**src/rtl/tag_ram_pkg.sv**
```systemverilog
// Shared types for the tag RAM controller: sequencer states and arbiter grant select.
package tag_ram_pkg;

    typedef enum logic [1:0] {
        ST_INIT  = 2'd0,
        ST_RUN   = 2'd1,
        ST_FLUSH = 2'd2
    } state_e;

    typedef enum logic [1:0] {
        GNT_NONE = 2'd0,
        GNT_RD   = 2'd1,
        GNT_WR   = 2'd2
    } gnt_e;

endpackage

```
**src/rtl/tag_ram_arb.sv**
```systemverilog
// Two-way grant for the shared tag RAM port: write-priority with a starvation
// counter that hands the port to a waiting read after STARVE_MAX denied cycles.
module tag_ram_arb
    import tag_ram_pkg::*;
#(
    parameter int STARVE_MAX = 4
) (
    input  logic clk,
    input  logic rst,
    input  logic run,
    input  logic gnt_en,
    input  logic rd_valid,
    input  logic wr_valid,
    output gnt_e gnt
);

    localparam int CNT_W = $clog2(STARVE_MAX + 1);
    localparam logic [CNT_W-1:0] CNT_MAX = CNT_W'(STARVE_MAX);

    logic [CNT_W-1:0] starve_q;
    logic [CNT_W-1:0] starve_d;

    always_comb begin
        gnt = GNT_NONE;
        if (gnt_en) begin
            if (rd_valid && (!wr_valid || starve_q == CNT_MAX)) begin
                gnt = GNT_RD;
            end else if (wr_valid) begin
                gnt = GNT_WR;
            end
        end
    end

    // Any RUN cycle with a waiting but unserved read counts, including flush-entry cycles.
    always_comb begin
        starve_d = starve_q;
        if (gnt == GNT_RD) begin
            starve_d = '0;
        end else if (run && rd_valid && starve_q != CNT_MAX) begin
            starve_d = starve_q + 1'b1;
        end
    end

    always_ff @(posedge clk) begin
        if (rst) begin
            starve_q <= '0;
        end else begin
            starve_q <= starve_d;
        end
    end

endmodule

```
**src/rtl/tag_ram_ctrl.sv**
```systemverilog
// Tag RAM front end: init/flush sweep sequencer plus read/write port sharing
// for one single-port 256x32 tag RAM with one-cycle read latency.
module tag_ram_ctrl
    import tag_ram_pkg::*;
#(
    parameter int                DATA_W     = 32,
    parameter int                ADDR_W     = 8,
    parameter int                DEPTH      = 256,
    parameter logic [DATA_W-1:0] INIT_VAL   = '0,
    parameter int                STARVE_MAX = 4
) (
    input  logic              clk,
    input  logic              rst,
    input  logic              rd_valid,
    input  logic [ADDR_W-1:0] rd_addr,
    output logic              rd_ready,
    output logic              rd_rvalid,
    output logic [DATA_W-1:0] rd_rdata,
    input  logic              wr_valid,
    input  logic [ADDR_W-1:0] wr_addr,
    input  logic [DATA_W-1:0] wr_data,
    output logic              wr_ready,
    input  logic              flush_req,
    output logic              flush_busy,
    output logic              init_done,
    output logic              ram_cen,
    output logic              ram_wen,
    output logic [ADDR_W-1:0] ram_a,
    output logic [DATA_W-1:0] ram_d,
    input  logic [DATA_W-1:0] ram_q
);

    localparam logic [ADDR_W-1:0] PTR_LAST = ADDR_W'(DEPTH - 1);

    state_e            state_q, state_d;
    logic [ADDR_W-1:0] ptr_q, ptr_d;
    logic              rvalid_q, rvalid_d;
    logic              init_done_q, init_done_d;
    logic              run;
    logic              gnt_en;
    gnt_e              gnt;

    assign run    = (state_q == ST_RUN) && !rst;
    assign gnt_en = run && !flush_req;

    tag_ram_arb #(
        .STARVE_MAX (STARVE_MAX)
    ) u_arb (
        .clk      (clk),
        .rst      (rst),
        .run      (run),
        .gnt_en   (gnt_en),
        .rd_valid (rd_valid),
        .wr_valid (wr_valid),
        .gnt      (gnt)
    );

    always_comb begin
        state_d     = state_q;
        ptr_d       = ptr_q;
        init_done_d = init_done_q;
        ram_cen     = 1'b0;
        ram_wen     = 1'b0;
        ram_a       = ptr_q;
        ram_d       = INIT_VAL;
        rd_ready    = 1'b0;
        wr_ready    = 1'b0;
        case (state_q)
            ST_INIT, ST_FLUSH: begin
                ram_cen = 1'b1;
                ram_wen = 1'b1;
                ptr_d   = ptr_q + 1'b1;
                if (ptr_q == PTR_LAST) begin
                    state_d = ST_RUN;
                    ptr_d   = '0;
                    if (state_q == ST_INIT) begin
                        init_done_d = 1'b1;
                    end
                end
            end
            ST_RUN: begin
                if (flush_req) begin
                    state_d = ST_FLUSH;
                end
                case (gnt)
                    GNT_RD: begin
                        rd_ready = 1'b1;
                        ram_cen  = 1'b1;
                        ram_a    = rd_addr;
                    end
                    GNT_WR: begin
                        wr_ready = 1'b1;
                        ram_cen  = 1'b1;
                        ram_wen  = 1'b1;
                        ram_a    = wr_addr;
                        ram_d    = wr_data;
                    end
                    default: ;
                endcase
            end
            default: state_d = ST_INIT;
        endcase
        // Keep the RAM idle while reset is held, whatever the registered state.
        if (rst) begin
            ram_cen = 1'b0;
            ram_wen = 1'b0;
        end
    end

    assign rvalid_d   = (gnt == GNT_RD);
    assign rd_rvalid  = rvalid_q;
    assign rd_rdata   = ram_q;
    assign init_done  = init_done_q;
    assign flush_busy = rst || (state_q != ST_RUN);

    always_ff @(posedge clk) begin
        if (rst) begin
            state_q     <= ST_INIT;
            ptr_q       <= '0;
            rvalid_q    <= 1'b0;
            init_done_q <= 1'b0;
        end else begin
            state_q     <= state_d;
            ptr_q       <= ptr_d;
            rvalid_q    <= rvalid_d;
            init_done_q <= init_done_d;
        end
    end

endmodule

```
**config.mk**
```make
export PLATFORM = sky130hd
export DESIGN_NAME = tag_ram_ctrl
export DESIGN_NICKNAME = d
export VERILOG_FILES = /design/src/rtl/tag_ram_pkg.sv /design/src/rtl/tag_ram_arb.sv /design/src/rtl/tag_ram_ctrl.sv
export SDC_FILE = /design/constraint.sdc
export NUM_CORES = 1
export LEC_CHECK = 0
export CORE_MARGIN = 3
export CORE_UTILIZATION = 30
export CTS_BUF_LIST = sky130_fd_sc_hd__clkbuf_16
export DETAILED_ROUTE_END_ITERATION = 10
export PLACE_DENSITY_LB_ADDON = 0.1
export SKIP_LAST_GASP = 1
export SYNTH_ARGS = -nofsm -noshare
export SYNTH_HDL_FRONTEND = slang
export SYNTH_HIERARCHICAL = 1
export SYNTH_SLANG_ARGS = --single-unit
```
**constraint.sdc**
```tcl
create_clock -name clk -period 5.4 [get_ports clk]
set_input_delay 0.81 -clock clk [delete_from_list [all_inputs] [get_ports clk]]
set_output_delay 0.81 -clock clk [all_outputs]
set_load 0.02 [all_outputs]
```
==> results.yml <==
drt:
  drtPass1Iterations: 4
  dr_total_vias: 1544
  drt_iter0_drc: 67
  drc: 0
  totalWireLength_mm: 5.21
  wire_per_inst_um: 16.1
  vias_per_cell: 4.78
  ant_nets: 0
timing:
  final_max_slew_viol_count: 0
  finalSetupViolCount: 0
  fmax_ghz: 0.221
  holdWs_ns: 0.463
  finalSetupTns_ns: 0
  worst_pin_slew_ns: 0.857
  relSlewSlack_pct: 42.9
  hold_viol_final: 0
  fin_skew_ns: 0.00153
  final.min_clock_period_ns: 4.53
  period_share_pct: 83.9
  rsz0062_at_grt: "no"
grt:
  globalRouteMet3Util_pct: 5.32
  met1_usage_pct: 17.9
  grt-busiest-layer: "met2"
  grt_util_all_layers_pct: 17.0
  grt_pass1_wl_mm: 7.84
  grt_max_degree: 36
  antenna_found_initial: 0
  grt_pass1_vias: 1427
  gr-usage-met2_pct: 31.5
  grt-ovfl-total: 0
job:
  maxCapViolCount: 0
clock_tree:
  clockBufferDepth: 2
  cts-htree-levels: 1
  cts_setup_buffers: 0
  clk_pin_slew_ns: 0.05
  clkLatencyLatePin_ns: 0.25
  cts_buffers: 3
  cts_resized: 0
  cts_tree: "built"
  cts_hold_buffers: 0
  clock_sink_count: 15
  cts-root-buf: "clkbuf_16"
placed_design:
  gp_congestion: 0.930
  hpwlAfterDp_mm: 4.24
  io_buffers: 99
  placed_area_um2: 2270
  place_inst: 319
critical_path:
  path_max_fanout: 28
  required_ns: 4.59
  end_kind: "output pin"
  cp.arrival_ns: 3.72
  start_kind: "input port"
  r2r_cells: 9
  crit_type: "in -> out"
yosys:
  ys_async_sr_fraction_pct: 0
  seq_area_frac_synth_pct: 20.4
  yosysWarnings: 6
  synth_seq_cells: 15
  avgSynthCellArea_um2: 7.52
  syn_inst: 196
  yosys.cell_types.count: 44
  ys.flop_type: "dfxtp_1"
  syn_nets: 286
  synth_area_leader_cell: "dfxtp_1"
  synth_edf_count: 0
  syn_area_um2: 1470
  synth_top_area_share_pct: 20.4
  synthTopCellsByArea: "dfxtp_1 (20%), buf_4 (17%), and3_1 (14%)"
floorplan:
  floorplan.initialDensity_pct: 32.5
  core_um2: 4530
  die_h_um: 76.1
  fp-row-count: 24
  dieWidth_um: 76.1
  dieArea_um2: 5790
  pin_count: 164
layout:
  layoutNonFillerInstCount: 323
  num_antenna_cells: 0
  fin_nets: 349
  drive_gt1_share_pct: 5.04
  fillers: 454
  area_growth_pct: 59.4
  seqCellArea_um2: 300
  final_common_cell: "clkdlybuf4s50_1"
  multiInputGateArea_um2: 845
  fin_area_um2: 2350
  layout_common_cells: "clkdlybuf4s50_1 (99), and3_1 (32), nor2_1 (17)"
worst_hold_path:
  hold_class: "reg -> reg"
  hold_depth: 1
power:
  peakVddDrop_uv: 158
  powerDensity_nw_per_um2: 136
  p_leak_uw: 0.000933
  p_total_uw: 318
run_status:
  outcome: "completed"
## layout make-up
cell class	instances	share of cell area [%]
multi-input cells	130	35.9
flip-flops and latches	15	12.8
clock buffers	3	3.19
inverters	6	0.958
clock inverters	1	0.213
well taps	65	3.46
repair buffers	103	43.5
## power breakdown
group	switching (uW)	total [uW]	internal, uW	leakage [uW]
registers	3.55	116	113	0.000121
logic	15.9	57.3	41.4	0.000770
clock network	45.8	145	98.9	0.0000409
total	65.2	318	253	0.000933
## registers in the layout, summed over array words and instances, names as in the netlist
name,count
rd_rvalid,1
init_done,1
u_arb/starve_q,3
ptr_q,8
state_q,2
## through the flow
step / setup slack (ns) / util, %
after floorplan: 1.88 / -
after global placement: 0.914 / 50.1
after detailed placement: 0.844 / 50.1
after CTS: 0.834 / 51.8
after global routing: 0.531 / 51.8
final: 0.870 / 51.8
## logic make-up after synthesis
family / Yosys count / share of synthesized area, %
XOR/XNOR: 3 / 1.78
flip-flops: 15 / 20.4
AO/OA/AOI/OAI: 38 / 16.8
AND/OR/NAND/NOR: 83 / 33.8
multiplexers: 1 / 0.679
buffers and inverters: 51 / 22.3
adder cells (fa/ha/maj): 5 / 4.24
## cell usage after synthesis (2+ instances only)
library cell  count
ha_1              5
nor2b_1           2
o211ai_1          2
nor2_1           17
nor3_1            3
nand4b_1          2
a22oi_1           8
xor2_1            2
inv_1             6
a211oi_1          2
nand3_1           4
nand2b_1          2
o21a_1            3
and3_1           32
clkbuf_1          7
buf_2             2
nand2_1           6
buf_4            34
o21ai_0           3
o21bai_1          2
or3_1             2
dfxtp_1          15
and2_1            2
a21oi_1          13
## worst max-delay path, cell delays in order
cell and delay [ns]:
clkdlybuf4s50_1 0.42, inv_1 0.19, nand2_1 0.13, nor2_1 0.14
nand2_1 0.07, a21oi_1 0.17, ha_1 0.75, a22oi_1 0.22
a21oi_1 0.19, clkdlybuf4s50_1 0.63
## routing by layer
| layer | vias up | wire [um] |
|---|---|---|
| li1 | 779 | - |
| met1 | 683 | 1990 |
| met2 | 65 | 2720 |
| met3 | 17 | 375 |
| met4 | 0 | 120 |
| met5 | - | 0 |
## path summary, 6_finish.rpt
kind / from / to / slack (ns)
worst max-delay path: rst / ram_a[7] / 0.87
worst min-delay path: init_done / init_done / 0.46
worst max register to register: state_q[0] / rd_rvalid / 3.09
worst min register to register: init_done / init_done / 0.46
Note: power is estimated with default switching activity, not from simulation.
